`config.mk`:
```
export PLATFORM = sky130hd
export DESIGN_NAME = timer_counter
export DESIGN_NICKNAME = d
export VERILOG_FILES = /design/src/rtl/timer_counter.sv
export SDC_FILE = /design/constraint.sdc
export NUM_CORES = 1
export LEC_CHECK = 0
export BUFFER_PORTS_ARGS = -buffer_cell sky130_fd_sc_hd__clkbuf_2
export CAP_MARGIN = 20
export CORE_ASPECT_RATIO = 2
export CORE_MARGIN = 4
export CORE_UTILIZATION = 35
export CTS_CLUSTER_SIZE = 16
export DETAILED_ROUTE_END_ITERATION = 10
export MAX_ROUTING_LAYER = met4
export PLACE_DENSITY = 0.64
export REMOVE_ABC_BUFFERS = 1
export SYNTH_ARGS = -nofsm -noshare
export SYNTH_HDL_FRONTEND = slang
export SYNTH_SLANG_ARGS = --single-unit
```
`constraint.sdc`:
```
create_clock -name clk -period 4.05 [get_ports clk]
set_clock_uncertainty 0.1 [all_clocks]
set_input_delay 0.405 -clock clk [delete_from_list [all_inputs] [get_ports clk]]
set_output_delay 0.405 -clock clk [all_outputs]
set_load 0.005 [all_outputs]
```
`src/rtl/timer_counter.sv`:
```
// ============================================================================
// timer_counter
// ----------------------------------------------------------------------------
// Counting core of the APB timer. Holds the control register (TCR), the
// 64-bit up-counter (TDR1:TDR0) and the 64-bit compare value (TCMP1:TCMP0).
// The interrupt stage downstream consumes cnt and tcmp directly.
//
// A prescaler divides clk by 2^div_val when div_en is set. Each tick adds one
// to cnt with full 64-bit carry. All-ones wraps silently to zero.
//
// Optional feature (compile-time macro TIMER_HALT_EN):
//   Adds the debug-halt register THCSR at 0x1C, plus ports dbg_mode and thcsr.
//   While halt_ack (dbg_mode & halt_req) is high, ticks are suppressed and the
//   prescaler freezes. Register writes still apply during the halt.
//   Without the macro, 0x1C is an unmapped address.
//
// Parameters:
//   DIV_MAX   largest legal div_val (ratio = 2^div_val)
//   TCMP_RST  reset value of the compare register
//
// Ports:
//   clk       in   system clock
//   rst_n     in   asynchronous, active-low reset
//   wr_en     in   register write strobe, one cycle per APB access phase
//   addr      in   byte address: 0x00 TCR, 0x04 TDR0, 0x08 TDR1,
//                  0x0C TCMP0, 0x10 TCMP1 (0x1C THCSR with TIMER_HALT_EN)
//   wdata     in   write data
//   wr_err    out  combinational; high with wr_en when a TCR write is rejected
//   tcr       out  {20'h0, div_val[11:8], 6'h0, div_en[1], timer_en[0]}
//   cnt       out  counter value; TDR1 = [63:32], TDR0 = [31:0]
//   tcmp      out  compare value
//   dbg_mode  in   debug mode indication          (TIMER_HALT_EN only)
//   thcsr     out  {30'h0, halt_ack, halt_req}    (TIMER_HALT_EN only)
// ============================================================================
module timer_counter #(
    parameter int          DIV_MAX  = 8,
    parameter logic [63:0] TCMP_RST = 64'hFFFF_FFFF_FFFF_FFFF
) (
    input  logic        clk,
    input  logic        rst_n,
    input  logic        wr_en,
    input  logic [31:0] addr,
    input  logic [31:0] wdata,
    output logic        wr_err,
    output logic [31:0] tcr,
    output logic [63:0] cnt,
    output logic [63:0] tcmp
`ifdef TIMER_HALT_EN
    ,
    input  logic        dbg_mode,
    output logic [31:0] thcsr
`endif
);

    localparam logic [31:0] ADDR_TCR   = 32'h00;
    localparam logic [31:0] ADDR_TDR0  = 32'h04;
    localparam logic [31:0] ADDR_TDR1  = 32'h08;
    localparam logic [31:0] ADDR_TCMP0 = 32'h0C;
    localparam logic [31:0] ADDR_TCMP1 = 32'h10;

    // The prescaler must reach 2^DIV_MAX-1, which needs DIV_MAX bits.
    localparam int         PS_W      = (DIV_MAX > 0) ? DIV_MAX : 1;
    localparam logic [3:0] DIV_MAX_V = 4'(DIV_MAX);

    // ------------------------------------------------------------------------
    // State
    // ------------------------------------------------------------------------
    logic            timer_en;
    logic            div_en;
    logic [3:0]      div_val;
    logic [PS_W-1:0] ps_cnt;

    // ------------------------------------------------------------------------
    // Write decode
    // ------------------------------------------------------------------------
    logic sel_tcr, sel_tdr0, sel_tdr1, sel_tcmp0, sel_tcmp1;
    logic tcr_bad, tcr_ok;

    assign sel_tcr   = wr_en && (addr == ADDR_TCR);
    assign sel_tdr0  = wr_en && (addr == ADDR_TDR0);
    assign sel_tdr1  = wr_en && (addr == ADDR_TDR1);
    assign sel_tcmp0 = wr_en && (addr == ADDR_TCMP0);
    assign sel_tcmp1 = wr_en && (addr == ADDR_TCMP1);

    // A TCR write is rejected if the divider is out of range, or if it alters
    // the divider setup while the timer runs. Toggling only timer_en is always
    // allowed when the divider value itself is legal.
    assign tcr_bad = (wdata[11:8] > DIV_MAX_V) ||
                     (timer_en && ((wdata[1] != div_en) || (wdata[11:8] != div_val)));
    assign tcr_ok  = sel_tcr && !tcr_bad;
    assign wr_err  = sel_tcr && tcr_bad;

    assign tcr = {20'h0, div_val, 6'h0, div_en, timer_en};

    // ------------------------------------------------------------------------
    // Debug halt
    // ------------------------------------------------------------------------
    logic halt_ack;

`ifdef TIMER_HALT_EN
    localparam logic [31:0] ADDR_THCSR = 32'h1C;

    logic halt_req;

    assign halt_ack = dbg_mode & halt_req;
    assign thcsr    = {30'h0, halt_ack, halt_req};

    always_ff @(posedge clk or negedge rst_n) begin
        if (!rst_n) begin
            halt_req <= 1'b0;
        end else if (wr_en && (addr == ADDR_THCSR)) begin
            halt_req <= wdata[0];
        end
    end
`else
    assign halt_ack = 1'b0;
`endif

    // ------------------------------------------------------------------------
    // Tick generation
    // ------------------------------------------------------------------------
    logic            running;
    logic            div_active;
    logic [PS_W-1:0] ps_max;
    logic            tick;

    assign running    = timer_en && !halt_ack;
    assign div_active = div_en && (div_val != 4'd0);
    assign ps_max     = PS_W'((32'd1 << div_val) - 32'd1);
    assign tick       = running && (!div_active || (ps_cnt == ps_max));

    // ------------------------------------------------------------------------
    // Control register
    // ------------------------------------------------------------------------
    // NOTE: state registers use non-blocking assignments so every flop samples
    // the pre-edge values of its neighbours regardless of block ordering.
    always_ff @(posedge clk or negedge rst_n) begin
        if (!rst_n) begin
            timer_en <= 1'b0;
            div_en   <= 1'b0;
            div_val  <= 4'd1;
        end else if (tcr_ok) begin
            timer_en <= wdata[0];
            div_en   <= wdata[1];
            div_val  <= wdata[11:8];
        end
    end

    // ------------------------------------------------------------------------
    // Prescaler
    // ------------------------------------------------------------------------
    // Any TCR write clears the prescaler. The only way timer_en can fall is a
    // TCR write, so the clear on disable is covered by the same condition.
    always_ff @(posedge clk or negedge rst_n) begin
        if (!rst_n) begin
            ps_cnt <= '0;
        end else if (sel_tcr) begin
            ps_cnt <= '0;
        end else if (running && div_active) begin
            ps_cnt <= (ps_cnt == ps_max) ? '0 : ps_cnt + 1'b1;
        end
    end

    // ------------------------------------------------------------------------
    // Counter
    // ------------------------------------------------------------------------
    // A software write to either half wins over a tick: the written half takes
    // wdata, the other half holds, and that cycle's increment is dropped.
    always_ff @(posedge clk or negedge rst_n) begin
        if (!rst_n) begin
            cnt <= 64'h0;
        end else if (sel_tdr0) begin
            cnt[31:0] <= wdata;
        end else if (sel_tdr1) begin
            cnt[63:32] <= wdata;
        end else if (tick) begin
            cnt <= cnt + 64'd1;
        end
    end

    // ------------------------------------------------------------------------
    // Compare register
    // ------------------------------------------------------------------------
    always_ff @(posedge clk or negedge rst_n) begin
        if (!rst_n) begin
            tcmp <= TCMP_RST;
        end else begin
            if (sel_tcmp0) tcmp[31:0]  <= wdata;
            if (sel_tcmp1) tcmp[63:32] <= wdata;
        end
    end

endmodule

```
* Word level (Yosys, flattened, before mapping)
Cells that the tools add are included.
Storage, ports and cells: flip-flop bits (word level) 142, input bits 67, output and inout port bits 161, word-level logic and storage cells 52
Cells by class: add/subtract/negate cells 3, $lt $le $gt $ge 1, equality and inequality tests 8, shifts and indexed selects 1, mux-type cells 7, bitwise logic cells 1, reduce and logical (&&, ||, !) cells 23
Operator list (count):
- $mux 32 | 3
- $add 64x1->64 const B | 1
- $eq 32x4->1 const B | 2
- $mux 64 | 1
- $eq 32x3->1 const B | 1
- $eq 32x5->1 const B | 1
- $logic_not 32->1 | 1
- $mux 8 | 3
- $logic_and 1x1->1 | 11
- $add 8x1->8 const B | 1
- $eq 8x8->1 | 1
- $shl 1x4->8 const A | 1
- $sub 8x1->8 const B | 1
- $reduce_bool 2->1 | 3
- $gt 4x4->1 const B | 1
- $ne 4x4->1 | 1
- $reduce_and 2->1 | 2
- $reduce_bool 4->1 | 1
- $logic_or 1x1->1 | 3
- $logic_not 1->1 | 2
- $ne 2x2->1 const B | 1
- $ne 1x1->1 | 1
- $not 1->1 | 1

* Logic depth before layout (Yosys ltp)
Gate-level depths: netlist of the first run.
depth in word-level cells 8, gate-level depth with buffers 13

* Worst setup path after synthesis of the first run
Ideal clock, no wire load.
path type register -> register, start register div_val[3], end register cnt[46], library setup time 77 ps, arrival 2764 ps, data required time 3873 ps, path slack 1108 ps, cell stages (with the launch flop) 13, buffers on the path 2, clock period less this slack 2942 ps, cells stage by stage dfrtp_1 > buf_6 > nor3_1 > nand2b_1 > ha_1 > and3b_1 > nor4_4 > nand4_4 > o21ai_4 > buf_6 > nand4_1 > xor2_1 > a21oi_1
On the way: longest elaborated chain between the ends 7, elaborated cells between the ends (all ways) 10, classes of those cells add/sub (1); eq/ne (1); shift (1); reduce/logical (7)
RTL lines:
- start, declared | line 70 | logic [3:0] div_val;
- start signal, assigned | line 145 | div_val <= wdata[11:8];
- $shl 1x4->8 / $reduce_bool 4->1 (equally long branches) | line 129, 128
- $sub 8x1->8 / $logic_and 1x1->1 (equally long branches) | line 129, 128
- $eq 8x8->1 / $logic_not 1->1 (equally long branches) | line 130 | assign tick = running && (!div_active || (ps_cnt == ps_max));
- $logic_or 1x1->1 (*) | line 130
- $logic_and 1x1->1 (*) | line 130
- $reduce_bool 2->1 (no source line) (*)
- $reduce_and 2->1 (no source line) (*)
- end signal, assigned | line 175 | cnt[63:32] <= wdata;
- end signal, assigned | line 177 | cnt <= cnt + 64'd1;
- end, declared | line 46 | output logic [63:0] cnt,
Mark *: on every way between the ends. The rest lies on a longest branch, timed or not. A chain may end at the register's enable or synchronous reset.

* Worst setup path in the final report of the first run
start register div_val[3], end register cnt[14]
Same word-level chain as after synthesis.

==> results.txt, run 1 <==
- Synthesized instance count: 723
- After routing, the total negative slack on setup checks comes to 0 ps.
- Post-layout net count: 989
* Worst path buffer plus inverter count: 1
- Summed over all nets, wire length on met2 after detailed routing comes to 13000 um.
- After clock tree synthesis, the clock-pin slew on the worst setup and hold paths is 60 ps.
* Half-perimeter wire length after detailed placement: 17000 um
* Vias in the first global route: 6483
- The worst setup path is launched from a flop.
- At the pin with the least slew margin, the transition time is 940 ps.
- Pin count of the biggest net entering global routing: 92
- Across the VDD grid, the largest voltage drop is 0.242 mV.
- Sequential cell area: 3630 um^2
* Leading post-synthesis cells by cell area: dfrtp_1 (25%), dfstp_2 (22%), mux2_2 (11%), xor2_1 (6.7%), a21oi_1 (3.4%)
* Cells along the critical path: nor3_1 > nand2b_1 > ha_1 > nand3_1 > nor2_1 > o311ai_2 > nand4_4 > o21ai_4 > buf_4 > nand4_1 > xor2_1 > a21oi_1
- DRC marker count from the first detailed-route iteration: 261
* Wire length on met1: 7840 um
- Headroom to the max-slew limit came out at 0.371.
- Leak pwr: 4.42 nW
- The post-synthesis compound-gate area fraction came to 0.0753.
- Sum of overflow across all layers after global routing: 0
- In the routed layout, each cell is associated on average with a via count of 5.11.
- Worst stage delay on the critical path: 570 ps
- Simple-gate area share of the yosys netlist: 0.198
* Final hold violation count: 0
- For this run, design rule violations remaining after detail routing come to 0.
- Mux share of post-synthesis cell area: 0.108
- Met3 routed WL: 963 um
- The floorplan step defined a core boundary enclosing 21500 um^2.
- The first TritonRoute pass finished after 4 iterations.
* Overall Global Routing Usage: 0.195
* YS warnings: 0
- Layout-stage area growth over the synthesis result: 23.0%
- After layout, the minimum clock period comes to 3520 ps.
- The repair_antennas step left the layout with diodes totalling 0.
* Layout fillers: 2196
- Starting Density: 0.353
- Of the available clock period, the critical path in the final layout requires 0.870.
- For this design the ratio of total power to cell area is 328 nW/um^2.
- Of the total synthesized cell area, the portion taken by full adders, half adders and majority gates is 0.00494.
- The detailed router placed 6159 vias in this run.
* Fraction of synthesis flops using an asynchronous set or reset pin: 1.00
- In this run the top signal layer used is met4.
- The placed instances occupy a cell area of 8750 um^2.
- Crit Path Max Fanout: 20
- Multi-input combinational cell area: 3640 um^2
- CTS built an H-tree with a depth of 4.
- The biggest area contributor in the post-synthesis netlist is dfrtp_1.
* Ports: 228
- Crit path DAT: 3700 ps
- After detailed routing, the average wire length per cell comes to 18.8 um.
- Clock tree from TritonCTS: yes
* Outcome: finished clean
- Number of distinct library cell variants in the gate-level netlist after synthesis: 63
* Count of max-cap constraint violations: 0
* Final routed wirelength across all metal layers: 22600 um
- After synthesis the netlist holds a flip-flop and latch count of 142.
- The mapped netlist covers 7590 um^2.
* Horiz. Die Dim: 112 um
- Top_reg_cell synth: dfrtp_1
- Summing all non-filler instances in the final layout gives an area of 9340 um^2.
- At the end of routability-driven placement, the weighted congestion stood at 0.861.
- In the post-synthesis netlist, the cell with the most instances is dfrtp_1.
- Number of enable flip-flop cells after synthesis: 0
* Sequential share of the synthesized area: 0.479
- IO buf count: 201
* Share of final-layout standard cells stronger than drive strength 1: 0.431
- After synthesis, the largest family of logic cells by area is simple AND/OR/NAND/NOR gates.
- By count the netlist is led by dfrtp_1 (77), mux2_2 (71), dfstp_2 (65).
* Chip height: 216 um
- Die Footprint: 24300 um^2
* Count of nets left with antenna violations after detail routing: 0
* First-pass GRT wire length: 36000 um
* Fmax: 284 MHz
- Final Hold Slack: 142 ps
* Unrepaired setup endpoints after global routing: no
- Number of max-slew violations in the final report: 0
- Worst hold path class: in2reg
- For this run, the share of the core covered by cells in the final layout is 0.435.
- The number of antenna violations at the first check in global routing was 0.
- The clock passes through at most 2 buffers.
- Fraction of synthesized cell area in xor and xnor cells: 0.0784
* Number of resized instances in the post-cts repair step: 0
- The tree is rooted in a clkbuf_16.
* Fraction of post-synthesis cell area in the top cell type by area: 0.254
* Clock Latency Late Sink: 430 ps
- Averaged over all synthesized cells, the footprint is 10.5 um^2.
- Data on the critical path is required at its endpoint by 4230 ps.
- Worst Setup End Kind: flop
- By startpoint and endpoint, the worst setup path is classified as reg2reg.
- Final setup violation count: 0
- CTS buffer count: 17
* Clock sink total: 142
- On the critical path, the stage with the largest delay is an instance of dfrtp_1.
- Family with the most delay on the worst path: compound AO/OA/AOI/OAI gates
* Number of cell rows: 76
* Overall power: 3.06 mW
## worst reg2reg max path, cell delays in order, from the launching register on
cell and delay [ps]:
dfrtp_1 570, nor3_1 310, nand2b_1 150, ha_1 320, nand3_1 140, nor2_1 60
o311ai_2 390, nand4_4 190, o21ai_4 530, buf_4 270, nand4_1 110, xor2_1 170
a21oi_1 80
## final timing paths
kind                        endpoint  slack [ps]        from  depth (start not counted)
max                          cnt[14]         530  div_val[3]                         12
min                          cnt[58]         140   wdata[26]                          3
max reg2reg                  cnt[14]         530  div_val[3]                         12
min reg2reg                ps_cnt[2]         460   ps_cnt[2]                          1
max in group asynchronous   tcmp[51]        2310       rst_n                          3
min in group asynchronous     cnt[3]         550       rst_n                          2
## power by group
part / switching [mW] / internal [mW] / leakage (nW)
clock: 0.601 / 0.934 / 0.283
combinational: 0.0735 / 0.0305 / 2.42
sequential: 0.0000000191 / 1.42 / 1.72
## per-stage QoR
step                      instances  worst slack (ps)
after floorplan                 686               148
after global placement         1172               652
after detailed placement       1172               544
after CTS                      1205               521
after global routing           1205               225
final                          1205               528
## cell usage in the layout, fill, tap and decap left out, types with 17 or more instances in the layout
cell,count
xor2_1,58
clkbuf_16,17
nand2_1,43
nor2_1,63
a21oi_1,51
nand4_1,40
nand3_1,39
dfrtp_1,77
conb_1,26
dfstp_2,65
clkbuf_2,200
mux2_2,71
## sequential cells by signal (all words and copies together) (netlist names)
signal   flops
running      1
ps_cnt       8
cnt         64
div_val      4
tcmp        64
div_en       1
## layer usage
| metal | track usage | vias up |
|---|---|---|
| li1 | - | 2903 |
| met1 | 0.193 | 3052 |
| met2 | 0.365 | 160 |
| met3 | 0.0408 | 44 |
| met4 | 0.0810 | 0 |
| met5 | - | - |
## final cells by class
class	instances	area share
multi-input combinational	535	0.390
sequential	142	0.389
timing repair buffer	214	0.119
clock buffer	21	0.0493
tap	273	0.0366
clock inverter	11	0.0126
inverter	9	0.00362
## repair_timing
action / 4_1_cts / 5_1_grt
endpoints found under the hold margin: 33 / 0
hold buffers: 1 / 0
endpoints found under the setup margin: 0 / 0
buffers inserted: 0 / 0
## logic make-up after synthesis
| family | after synthesis |
|---|---|
| XOR/XNOR | 68 |
| buffers and inverters | 71 |
| AO/OA/AOI/OAI | 93 |
| other | 1 |
| multiplexers | 73 |
| AND/OR/NAND/NOR | 272 |
| adder cells (fa/ha/maj) | 3 |
| flip-flops | 142 |
(Power assumes the default switching activity.)
==> run 2, diff against run 1 <==
CORE_UTILIZATION = 45   (was 35)
CTS_CLUSTER_SIZE = unset   (was 16)
PLACE_DENSITY = 0.77   (was 0.64)
==> results.txt, run 2 (synthesis gave the netlist of run 1 again) <==
* Vias after detailed routing: 6145 (was 6159)
- The slew at the pin closest to its max-slew limit was 953 ps (was 940 ps).
- Placeable core area: 16700 um^2 (was 21500 um^2)
* Clock tree root buffer cell: clkbuf_16 (unchanged)
* Layout-stage area growth over the synthesis result: 22.0% (was 23.0%)
* Leak pwr: 4.41 nW (was 4.42 nW)
* Outcome: finished clean (unchanged)
- The total global routing overflow came to 0 (unchanged).
- Die Footprint: 19100 um^2 (was 24300 um^2)
- The type of the tightest min-delay check was in2reg (unchanged).
* Worst stage delay on the critical path: 680 ps (was 570 ps)
- The count of endpoints failing setup in the final report came to 0 (unchanged).
- Overall Global Routing Usage: 0.235 (was 0.195)
- Count of max-cap constraint violations: 0 (unchanged)
* Power density cells: 339 nW/um^2 (was 328 nW/um^2)
- Startpoint class of the critical path: flop (unchanged)
* Endpoint of the worst-slack reg-to-reg timing path: cnt[44] (was cnt[14])
- Cells along the critical path: nor3_1 > nand2b_1 > ha_1 > nand3_1 > nor2_1 > o311ai_2 > nand4_4 > o21ai_4 > nand3_1 > xor2_1 > a21oi_1 (was nor3_1 > nand2b_1 > ha_1 > nand3_1 > nor2_1 > o311ai_2 > nand4_4 > o21ai_4 > buf_4 > nand4_1 > xor2_1 > a21oi_1).
- The overall die width is 99.9 um (was 112 um).
- The count of cells resized by post-cts repair came to 0 (unchanged).
- Number of cell rows: 67 (was 76)
* Clock-pin slew on the worst setup and hold paths: 60 ps (about the same)
- Final WS setup: 508 ps (was 528 ps)
- The clock tree from TritonCTS was yes (unchanged).
- The launching instance or port of the critical path was div_val[3] (unchanged).
- Diodes inserted: 0 (unchanged)
- The count of final hold-check violations is 0 (unchanged).
- Final period utilization: 0.875 (was 0.870)
- Unrepaired setup endpoints after global routing: no (unchanged).
- Number of cells traversed by the worst register-to-register path: 11 (was 12)
* Slowest cell on crit path: o21ai_4 (was dfrtp_1)
- The number of vias per cell was 5.41 (was 5.11).
- Antenna violations before repair: 0 (unchanged)
- Worst slack, placed: 559 ps (was 544 ps)
* First-pass GRT wire length: 33700 um (was 36000 um)
- Vias in the first global route: 6268 (was 6483)
- Clock Latency Late Sink: 420 ps (was 430 ps)
* Count of nets left with antenna violations after detail routing: 0 (unchanged)
- Fmax: 282 MHz (was 284 MHz)
- The clock sink count came to 142 (unchanged).
* DRC marker count from the first detailed-route iteration: 313 (was 261)
- Most used cells in the layout excluding fill and tap cells: clkbuf_2 (200), dfrtp_1 (77), mux2_2 (71) (unchanged).
* DRC viols: 0 (unchanged)
- Setup tns final: 0 ps (unchanged)
* IO buf count: 201 (unchanged)
* Ports: 228 (unchanged)
- Crit Path Class: reg2reg (unchanged)
- The vertical die dimension was 192 um (was 216 um).
- Final Hold Slack: 135 ps (was 142 ps)
* Number of max-slew violations in the final report: 0 (unchanged)
* GP Congestion: 0.868 (was 0.861)
- The slack of the worst reg-to-reg path was 510 ps (was 530 ps).
- Registers with the most flip-flops: cnt: 64 flops, tcmp: 64 flops, ps_cnt: 8 flops (unchanged)
- End of the critical path: cnt[44] (was cnt[14])
* Starting Density: 0.455 (was 0.353)
- Maximum vdd drop: 0.280 mV (was 0.242 mV)
* Pin count of the biggest net entering global routing: 76 (was 92)
* Share of final-layout standard cells stronger than drive strength 1: 0.430 (was 0.431)
- The worst-path maximum fanout came to 28 (was 20).
- The worst-case clock buffer depth was 2 (unchanged).
- Clock H-tree levels: 4 (unchanged)
* Post-layout net count: 985 (was 989)
* Detailed-route wire length per cell: 18.8 um (about the same)
* CTS buffer count: 17 (unchanged)
- Final routed wirelength across all metal layers: 21400 um (was 22600 um)
- The number of optimization iterations in the first detailed-route pass is 4 (unchanged).
- Half-perimeter wire length after detailed placement: 16200 um (was 17000 um)
- The cell that appears most often on the critical path is nand3_1.
- Headroom to the max-slew limit: 0.363 (was 0.371)
- Worst Setup End Kind: flop (unchanged)
- The data arrival time at the worst-slack endpoint came to 3730 ps (was 3700 ps).
- Layout fillers: 1466 (was 2196)
* R2R Path Start: div_val[3] (unchanged)
- Required time of the worst setup path: 4240 ps (was 4230 ps)
- The final period demand of the worst path is 3540 ps (was 3520 ps).
* Most common library cell in the layout ignoring fill and taps: clkbuf_2 (unchanged)
[run 2: changes by cell type in the layout (fill, tap and decap cells not counted), sizes merged]
cell,delta
clkbuf,-2
clkinvlp,+2
inv,+2
bufinv,+1
buf,-4
clkinv,-3
[run 2: critical path: cells and delay by family, from the launching register on]
| family | cells | cell delay (ps) |
|---|---|---|
| XOR/XNOR | 1 | 200 |
| flip-flops | 1 | 540 |
| AND/OR/NAND/NOR | 6 | 1070 |
| AO/OA/AOI/OAI | 3 | 1160 |
| adder cells (fa/ha/maj) | 1 | 320 |
[run 2: area by class of cell]
cell class | count | area (um^2) | area share
flip-flops and latches | 142 | 3630 | 0.392
inverters | 9 | 33.8 | 0.00365
repair buffers | 210 | 1080 | 0.117
multi-input cells | 535 | 3640 | 0.393
clock buffers | 19 | 454 | 0.0490
well taps | 207 | 259 | 0.0279
clock inverters | 13 | 161 | 0.0174
[run 2: stage by stage]
step	power, mW	utilization	std cells	cell area (um^2)
after global routing	3.25	0.556	1135	9270
after detailed placement	1.55	0.518	1102	8640
final	3.14	0.556	1135	9270
after CTS	3.17	0.556	1135	9270
after floorplan	1.46	-	686	7290
after global placement	1.55	0.518	1102	8640
[run 2: worst min-delay path by stage]
| stage | start | to | slack, ps | depth (start not counted) |
|---|---|---|---|---|
| floorplan | rst_n | cnt[0] | 9 | 0 |
| detailed placement | rst_n | cnt[5] | 370 | 1 |
| global placement | rst_n | cnt[4] | 360 | 1 |
| CTS | wdata[23] | cnt[55] | 120 | 3 |
| finish | wdata[23] | cnt[55] | 140 | 3 |
| global route | wdata[23] | cnt[55] | 150 | 3 |
[run 2: where the power goes]
| group | switching, mW | internal [mW] | leakage [nW] |
|---|---|---|---|
| Combinational | 0.0727 | 0.0305 | 2.40 |
| Clock | 0.608 | 1.01 | 0.291 |
| Sequential | 0.0000000191 | 1.42 | 1.72 |
[run 2: repair_timing]
item | in CTS | in global routing
buffers inserted | 0 | 0
hold endpoints to repair | 44 | 0
hold buffers | 1 | 0
setup endpoints to repair | 0 | 0
[run 2: metal layers]
layer	wire, um	global-route usage
met4	1040	0.127
met2	12000	0.424
met1	7360	0.239
met5	0	-
met3	1010	0.0389
